## src/rtl/memory_writeback.sv

```systemverilog
// Memory/writeback stage: ALU results retire 1 cycle after accept; loads 2 cycles + bus wait, stores 1 cycle + bus wait.
// in_ready is high only in IDLE, so any memory op stalls upstream until the bus acks and writeback completes.
module memory_writeback #(
  parameter int DATA_W = 32,
  parameter int REG_W  = 5
) (
  input  logic              clk,
  input  logic              rst,
  input  logic              in_valid,
  output logic              in_ready,
  input  logic [6:0]        opcode,
  input  logic [2:0]        func3,
  input  logic              wb_reg,
  input  logic [REG_W-1:0]  rd_num,
  input  logic [DATA_W-1:0] rd_data,
  input  logic [DATA_W-1:0] rs2_data,
  output logic              dmem_req,
  output logic              dmem_we,
  output logic [DATA_W-1:0] dmem_addr,
  output logic [3:0]        dmem_be,
  output logic [DATA_W-1:0] dmem_wdata,
  input  logic              dmem_ack,
  input  logic [DATA_W-1:0] dmem_rdata,
  output logic              rf_we,
  output logic [REG_W-1:0]  rf_waddr,
  output logic [DATA_W-1:0] rf_wdata,
  output logic              misalign
);

  localparam logic [6:0] OP_LOAD  = 7'b0000011;
  localparam logic [6:0] OP_STORE = 7'b0100011;

  typedef enum logic [1:0] {IDLE, MEM, WB} state_t;

  state_t            state_q, state_d;
  logic              dmem_req_q, dmem_req_d;
  logic              dmem_we_q, dmem_we_d;
  logic [DATA_W-1:0] dmem_addr_q, dmem_addr_d;
  logic [3:0]        dmem_be_q, dmem_be_d;
  logic [DATA_W-1:0] dmem_wdata_q, dmem_wdata_d;
  logic              rf_we_q, rf_we_d;
  logic [REG_W-1:0]  rf_waddr_q, rf_waddr_d;
  logic [DATA_W-1:0] rf_wdata_q, rf_wdata_d;
  logic              misalign_q, misalign_d;
  logic [REG_W-1:0]  rd_q, rd_d;
  logic [2:0]        f3_q, f3_d;
  logic [1:0]        off_q, off_d;

  logic              is_load, is_store, legal, misaligned;
  logic [1:0]        off_in;
  logic [7:0]        ld_byte;
  logic [15:0]       ld_half;
  logic [DATA_W-1:0] ld_data;

  assign off_in   = rd_data[1:0];
  assign is_load  = (opcode == OP_LOAD);
  assign is_store = (opcode == OP_STORE);
  assign in_ready = (state_q == IDLE);

  always_comb begin
    legal = 1'b0;
    if (is_load) begin
      legal = (func3 == 3'b000) || (func3 == 3'b001) || (func3 == 3'b010) ||
              (func3 == 3'b100) || (func3 == 3'b101);
    end else if (is_store) begin
      legal = (func3 == 3'b000) || (func3 == 3'b001) || (func3 == 3'b010);
    end
    misaligned = ((func3[1:0] == 2'b01) && off_in[0]) ||
                 ((func3 == 3'b010) && (off_in != 2'b00));
  end

  // Load data is formatted on the ack cycle so WB only has to present it.
  always_comb begin
    ld_byte = dmem_rdata[{off_q, 3'b000} +: 8];
    ld_half = dmem_rdata[{off_q[1], 4'b0000} +: 16];
    case (f3_q)
      3'b000:  ld_data = {{(DATA_W-8){ld_byte[7]}}, ld_byte};
      3'b001:  ld_data = {{(DATA_W-16){ld_half[15]}}, ld_half};
      3'b100:  ld_data = {{(DATA_W-8){1'b0}}, ld_byte};
      3'b101:  ld_data = {{(DATA_W-16){1'b0}}, ld_half};
      default: ld_data = dmem_rdata;
    endcase
  end

  always_comb begin
    state_d      = state_q;
    dmem_req_d   = dmem_req_q;
    dmem_we_d    = dmem_we_q;
    dmem_addr_d  = dmem_addr_q;
    dmem_be_d    = dmem_be_q;
    dmem_wdata_d = dmem_wdata_q;
    rf_we_d      = 1'b0;
    rf_waddr_d   = rf_waddr_q;
    rf_wdata_d   = rf_wdata_q;
    misalign_d   = 1'b0;
    rd_d         = rd_q;
    f3_d         = f3_q;
    off_d        = off_q;

    case (state_q)
      IDLE: begin
        if (in_valid) begin
          if (!is_load && !is_store) begin
            rf_we_d    = wb_reg && (rd_num != '0);
            rf_waddr_d = rd_num;
            rf_wdata_d = rd_data;
          end else if (!legal || misaligned) begin
            misalign_d = 1'b1;
          end else begin
            rd_d         = rd_num;
            f3_d         = func3;
            off_d        = off_in;
            dmem_req_d   = 1'b1;
            dmem_we_d    = is_store;
            dmem_addr_d  = {rd_data[DATA_W-1:2], 2'b00};
            case (func3[1:0])
              2'b00: begin
                dmem_be_d    = 4'b0001 << off_in;
                dmem_wdata_d = {(DATA_W/8){rs2_data[7:0]}};
              end
              2'b01: begin
                dmem_be_d    = 4'b0011 << off_in;
                dmem_wdata_d = {(DATA_W/16){rs2_data[15:0]}};
              end
              default: begin
                dmem_be_d    = 4'b1111;
                dmem_wdata_d = rs2_data;
              end
            endcase
            state_d = MEM;
          end
        end
      end
      MEM: begin
        if (dmem_ack) begin
          dmem_req_d = 1'b0;
          if (dmem_we_q) begin
            state_d = IDLE;
          end else begin
            rf_we_d    = (rd_q != '0);
            rf_waddr_d = rd_q;
            rf_wdata_d = ld_data;
            state_d    = WB;
          end
        end
      end
      WB:      state_d = IDLE;
      default: state_d = IDLE;
    endcase
  end

  always_ff @(posedge clk) begin
    if (rst) begin
      state_q      <= IDLE;
      dmem_req_q   <= 1'b0;
      dmem_we_q    <= 1'b0;
      dmem_addr_q  <= '0;
      dmem_be_q    <= '0;
      dmem_wdata_q <= '0;
      rf_we_q      <= 1'b0;
      rf_waddr_q   <= '0;
      rf_wdata_q   <= '0;
      misalign_q   <= 1'b0;
      rd_q         <= '0;
      f3_q         <= '0;
      off_q        <= '0;
    end else begin
      state_q      <= state_d;
      dmem_req_q   <= dmem_req_d;
      dmem_we_q    <= dmem_we_d;
      dmem_addr_q  <= dmem_addr_d;
      dmem_be_q    <= dmem_be_d;
      dmem_wdata_q <= dmem_wdata_d;
      rf_we_q      <= rf_we_d;
      rf_waddr_q   <= rf_waddr_d;
      rf_wdata_q   <= rf_wdata_d;
      misalign_q   <= misalign_d;
      rd_q         <= rd_d;
      f3_q         <= f3_d;
      off_q        <= off_d;
    end
  end

  assign dmem_req   = dmem_req_q;
  assign dmem_we    = dmem_we_q;
  assign dmem_addr  = dmem_addr_q;
  assign dmem_be    = dmem_be_q;
  assign dmem_wdata = dmem_wdata_q;
  assign rf_we      = rf_we_q;
  assign rf_waddr   = rf_waddr_q;
  assign rf_wdata   = rf_wdata_q;
  assign misalign   = misalign_q;

endmodule

```

## config.mk

```make
export PLATFORM = sky130hd
export DESIGN_NAME = memory_writeback
export DESIGN_NICKNAME = d
export VERILOG_FILES = /design/src/rtl/memory_writeback.sv
export SDC_FILE = /design/constraint.sdc
export NUM_CORES = 1
export LEC_CHECK = 0
export ABC_CLOCK_PERIOD_IN_PS = 3800
export CAP_MARGIN = 10
export CORE_ASPECT_RATIO = 0.5
export CORE_MARGIN = 5
export CORE_UTILIZATION = 45
export CTS_BUF_LIST = sky130_fd_sc_hd__clkbuf_4 sky130_fd_sc_hd__clkbuf_8 sky130_fd_sc_hd__clkbuf_16
export DETAILED_ROUTE_END_ITERATION = 12
export GPL_TIMING_DRIVEN = 0
export PLACE_DENSITY = 0.83
export SLEW_MARGIN = 0
export SYNTH_ARGS = -nofsm -noshare
export SYNTH_HDL_FRONTEND = slang
export SYNTH_SLANG_ARGS = --single-unit
```

## constraint.sdc

```tcl
create_clock -name clk -period 3.8 [get_ports clk]
set_clock_uncertainty 0.15 [all_clocks]
set_input_delay 0.95 -clock clk [delete_from_list [all_inputs] [get_ports clk]]
set_output_delay 0.95 -clock clk [all_outputs]
set_load 0.02 [all_outputs]
```

**After elaboration in Yosys (flattened, before gate mapping)**

Cells that the tools add are included.

- Register bits: 119
- Word-level logic and storage cells: 96
- Input bits: 116
- Output and inout port bits: 110

- Shift operators: 4
- Mux-type cells: 32
- Bitwise gates (word level): 4
- Equal/unequal tests: 17
- Reductions and logical operators: 26

Operator list:

| cell | count |
|---|---|
| 32-bit 2-to-1 mux | 4 |
| 32-bit one-hot mux with 2 select lines | 2 |
| 32-bit one-hot mux with 4 select lines | 1 |
| 32-bit by 6-bit indexed part select with 16-bit output | 1 |
| 32-bit by 6-bit indexed part select with 8-bit output | 1 |
| 5-bit 2-to-1 mux | 4 |
| 3-bit == test (second input constant) | 4 |
| 1-bit 2-to-1 mux | 11 |
| 2-bit 2-to-1 mux | 5 |
| 2-bit != test (second input constant) | 5 |
| 5-bit one-hot mux with 2 select lines | 1 |
| 5-bit AND reduction | 2 |
| 5-bit nonzero test | 2 |
| 4-bit one-hot mux with 2 select lines | 1 |
| 4-bit AND reduction | 2 |
| 7-bit by 2-bit == test with 1-bit output (second input constant) | 1 |
| 7-bit by 6-bit == test with 1-bit output (second input constant) | 1 |
| 3-bit by 1-bit == test with 1-bit output (second input constant) | 2 |
| 3-bit zero test | 2 |
| 1-bit logical OR | 6 |
| 2-bit by 1-bit == test with 1-bit output (second input constant) | 2 |
| 1-bit logical AND | 4 |
| 2-bit zero test | 2 |
| 1-bit NOT | 4 |
| 9 further kinds | 13 |

**Logic depth before layout (Yosys ltp)**

- Depth in word-level cells: 12
- Mapped depth: 8
- Depth with buffers taken out: 5

**Least setup slack after synthesis**

No wires, ideal clock.

- Kind: input to register
- From: input opcode[3]
- To: register dmem_be_q[3] (netlist: dmem_be[3])
- Library setup time: 0.132 ns
- Data arrival time: 2.460 ns
- Path buffers: 1
- Stages on the path: 6
- Slack: 1.058 ns
- Data required time: 3.518 ns
- Path through: or4_1 > or2_1 > nand3b_1 > clkbuf_1 > a211oi_1 > nor3_1

- Word-level cells in the longest chain between the ends: 7
- Elaborated cells on any way between the ends: 12
- Those cells by class: 2 x eq/ne; 2 x mux; 2 x bitwise; 6 x reduce/logical

Ends and longest elaborated chain:

| item | RTL line | RTL |
|---|---|---|
| start: declaration | 11 | `input logic [6:0] opcode,` |
| 7-bit by 6-bit == test with 1-bit output | 57 | `assign is_store = (opcode == OP_STORE);` |
| 1-bit 2-to-1 mux | 65 | `end else if (is_store) begin` |
| 1-bit 2-to-1 mux | 62 | `if (is_load) begin` |
| 1-bit zero test | 107 | `end else if (!legal \|\| misaligned) begin` |
| 1-bit logical OR | 107 |  |
| 1-bit NOT (no line) | -- |  |
| 4-bit AND reduction (no line) (*) | -- |  |
| end signal: assignment | 172 | `dmem_be_q <= dmem_be_d;` |
| end: declaration | 39 | `logic [3:0] dmem_be_q, dmem_be_d;` |

Every way passes the cells marked *; elsewhere a longest branch is shown, timed or not.
A chain may end at the register's enable or synchronous reset.

**Final worst setup path**

- From: input opcode[3]
- To: register rf_wdata_q[31] (netlist: rf_wdata[31])

- Word-level cells in the longest chain between the ends: 5
- Elaborated cells on any way between the ends: 7
- Those cells by class: 3 x eq/ne; 4 x reduce/logical

Ends and longest elaborated chain:

| item | RTL line | RTL |
|---|---|---|
| 7-bit by 2-bit == test with 1-bit output or 7-bit by 6-bit == test with 1-bit output (tied branches) | 56, 57 |  |
| 1-bit zero test | 103 | `if (!is_load && !is_store) begin` |
| 1-bit logical AND (*) | 103 |  |
| 2-bit by 1-bit != test with 1-bit output (no line) (*) | -- |  |
| 5-bit AND reduction (no line) (*) | -- |  |
| end signal: assignment | 176 | `rf_wdata_q <= rf_wdata_d;` |
| end: declaration | 43 | `logic [DATA_W-1:0] rf_wdata_q, rf_wdata_d;` |

Marked as above.

==> results.sh <==
export IMPL_diodes=0
export IMPL_met3_usage_pct=9.91
export IMPL_outcome="completed"
export IMPL_power_share_clock_pct=49.0
export IMPL_grt_max_degree=17
export IMPL_cts_clk_slew_worst_paths_ps=50
export IMPL_period_needed_ps=3250
export IMPL_min_period_over_period_pct=85.5
export IMPL_dp_cells=1072
export IMPL_grt_setup_unrepaired="false"
export IMPL_holdBufCountCts=0
export IMPL_start_util_pct=46.3
export IMPL_synth_seq_cells=119
export IMPL_cts_root_buffer="clkbuf_16"
export IMPL_hold_path_class="flop to flop"
export IMPL_power_mw=3.35
export IMPL_cts_resized=0
export IMPL_final_max_slew_viol_count=0
export IMPL_pwr_density_cell_nw_per_um2=393
export IMPL_drive_gt1_share_pct=6.50
export IMPL_antenna_found_initial=0
export IMPL_io_pins=226
export IMPL_cap_viol_max_count=0
export IMPL_synth_edff_count=0
export IMPL_intPower_mw=2.52
export IMPL_wl_per_cell_um=20.4
export IMPL_crit_fanout=10
export IMPL_synthArstFlopShare_pct=0
export IMPL_first_pass_iters=6
export IMPL_grt_overflow=0
export IMPL_fill_cells=955
export IMPL_grt_met2_usage_pct=50.2
export IMPL_grt_usage_pct=30.1
export IMPL_start_kind="primary input"
export IMPL_irDropWorstVdd_mv=0.237
export IMPL_routabilityCongestion=0.930
export IMPL_worstSetupEndpointType="flop"
export IMPL_drc=0
export IMPL_die_h_um=88.3
export IMPL_grt_pass1_vias=6504
export IMPL_final_net_count=1042
export IMPL_netlist_area_um2=5510
export IMPL_dp_hpwl_um=16700
export IMPL_routed_via_density=5.94
export IMPL_ys_warn_count=0
export IMPL_comb_power_share_pct=12.4
export IMPL_ctsHtreeMaxLevel=4
export IMPL_multi_input_area_um2=2800
export IMPL_die_w_um=167
export IMPL_power_frac_seq_pct=38.7
export IMPL_coreArea_um2=11900
export IMPL_port_buffers=219
export IMPL_fmax_ghz=0.308
export IMPL_tightestPinTransition_ps=724
export IMPL_synth_cells=687
export IMPL_vias=6556
export IMPL_area_growth_pct=54.4
export IMPL_grt_pass1_wl_um=34900
export IMPL_drtAntennaViolNets=0
export IMPL_netSwitchingPower_mw=0.826
export IMPL_first_iter_violations=725
export IMPL_synthFlopType="dfxtp_1"
export IMPL_post_cts_buffers=0
export IMPL_cts_made_buffers=17
export IMPL_wirelength_um=22600
export IMPL_die_area_um2=14700
export IMPL_clkSinkCount=119
export IMPL_leakagePower_nw=2.94
export IMPL_required_ps=3920
export IMPL_avgSynthCellArea_um2=8.02
export IMPL_ys_seq_area_share_pct=43.2
export IMPL_regArea_um2=2380
export IMPL_cp_arrival_ps=3370
export IMPL_stdcell_count=1104
export IMPL_synth_cell_types=39
export IMPL_path_class="primary input to flop"
export IMPL_grt_use_met1_pct=36.2
export IMPL_swShare_pct=24.7
export IMPL_hold_viol=0
export IMPL_slew_headroom_pct=51.7
export IMPL_placementRows=28
export IMPL_finalSetupViolCount=0
export IMPL_tns_ps=0
export IMPL_clockBufferDepth=2
export IMPL_clk_latency_ps=410
export IMPL_cts_tree="built"
export IMPL_gr_max_usage_layer="met2"
-- power by group through the flow --
| stage | clock network, mW | logic (mW) | registers [mW] |
|---|---|---|---|
| detailed placement | 0 | 0.403 | 1.32 |
| floorplan | 0 | 0.123 | 1.35 |
| CTS | 1.64 | 0.407 | 1.29 |
| finish | 1.64 | 0.414 | 1.29 |
| global placement | 0 | 0.398 | 1.32 |
| global route | 1.71 | 0.435 | 1.30 |
-- cell type report --
class | instances | share of cell area (%)
Inverter | 10 | 0.441
Sequential cell | 119 | 28.0
Tap cell | 165 | 2.43
Buffer | 67 | 3.45
Clock buffer | 19 | 5.17
Multi-Input combinational cell | 492 | 32.9
Timing Repair Buffer | 219 | 25.8
Clock inverter | 13 | 1.82
-- registers in the layout, indices dropped and copies added (netlist names), 3 cells and up --
| register | count |
|---|---|
| dmem_wdata | 32 |
| rf_wdata | 32 |
| dmem_addr | 30 |
| rd_q | 5 |
| rf_waddr | 5 |
| dmem_be | 4 |
| f3_q | 3 |
-- per-layer routing --
| layer | vias up | share of wire, % |
|---|---|---|
| met5 | - | 0 |
| met4 | 0 | 4.2 |
| met3 | 94 | 11 |
| met2 | 423 | 46 |
| met1 | 3077 | 39 |
| li1 | 2962 | - |
-- synthesized netlist by cell type (2+ instances only) --
cell         n  area share, %
buf_4        8            1.1
clkbuf_1    45            3.1
a211oi_1    28            3.8
nand2b_1     4           0.45
a21oi_1     67            6.1
o211ai_1    24            3.3
nor2b_1      2           0.23
buf_1        4           0.27
inv_1        9           0.61
a31oi_1     17            1.9
nand3b_1     3           0.41
o21ai_0     11            1.0
nor3_1      22            2.0
or4_1        3           0.41
buf_2       10           0.91
dfxtp_1    119             43
mux2_2       8            1.6
nand2_1    160             11
nor2_1      53            3.6
a221o_1      2           0.36
a2111o_1     7            1.4
o221ai_1     7            1.1
a311oi_1    13            2.1
a221oi_1     8            1.3
o41ai_1      2           0.32
mux2i_1     23            4.2
o2111ai_1   16            2.5
-- logic make-up (layout without fill, tap and decap cells) --
group	count (synthesis)	count (layout)	share of synthesized area (%)
AND/OR/NAND/NOR	253	253	18.8
AO/OA/AOI/OAI	205	205	25.7
other	1	2	0.0680
flip-flops	119	119	43.2
buffers and inverters	77	328	6.01
multiplexers	32	32	6.22
-- placed cells by master (no fill, tap or decap), drive strengths merged, types with 2 or more instances in the layout --
| cell | Yosys | layout |
|---|---|---|
| mux2 | 8 | 8 |
| dfxtp | 119 | 119 |
| o211ai | 24 | 24 |
| or4 | 3 | 3 |
| nor2 | 53 | 53 |
| nor3b | 2 | 2 |
| bufinv | 0 | 3 |
| conb | 1 | 2 |
| mux2i | 23 | 23 |
| o21ai | 11 | 11 |
| inv | 9 | 10 |
| a211oi | 28 | 28 |
| o221ai | 7 | 7 |
| nand2b | 4 | 4 |
| or2 | 2 | 2 |
| a31oi | 17 | 17 |
| nor3 | 22 | 22 |
| a2111o | 7 | 7 |
| o41ai | 2 | 2 |
| a311oi | 13 | 13 |
| clkbuf | 45 | 64 |
| a221o | 2 | 2 |
| clkinvlp | 0 | 3 |
| buf | 22 | 22 |
| a221oi | 8 | 8 |
| nand2 | 160 | 160 |
| clkdlybuf4s50 | 0 | 219 |
| a21oi | 67 | 67 |
| nand3b | 3 | 3 |
| clkinv | 1 | 7 |
| o2111ai | 16 | 16 |
| nor2b | 2 | 2 |
-- critical path: stages --
cell	delay [ps]
clkdlybuf4s50_1	400
or4_1	560
o21ai_0	370
nand2_1	380
clkbuf_1	370
o2111ai_1	230
a31oi_1	110
-- final timing paths --
kind / startpoint / to / slack (ps) / depth (start not counted)
setup reg to reg: off_q[1] / rf_wdata[12] / 1240 / 6
hold / removal: dmem_addr[14] / dmem_addr[14] / 300 / 2
setup / recovery: opcode[3] / rf_wdata[31] / 550 / 7
hold reg to reg: dmem_addr[14] / dmem_addr[14] / 300 / 2
-- metrics by stage --
| step | instance area, µm² | setup WS (ps) | util [%] | hold slack [ps] |
|---|---|---|---|---|
| after floorplan | 5520 | 1060 | - | 294 |
| after global placement | 7920 | 333 | 66.4 | 292 |
| after detailed placement | 7920 | 307 | 66.4 | 296 |
| after CTS | 8510 | 606 | 71.4 | 303 |
| after global routing | 8510 | 432 | 71.4 | 318 |
| final | 8510 | 550 | 71.4 | 303 |
Power figures use the tool's default switching activity.
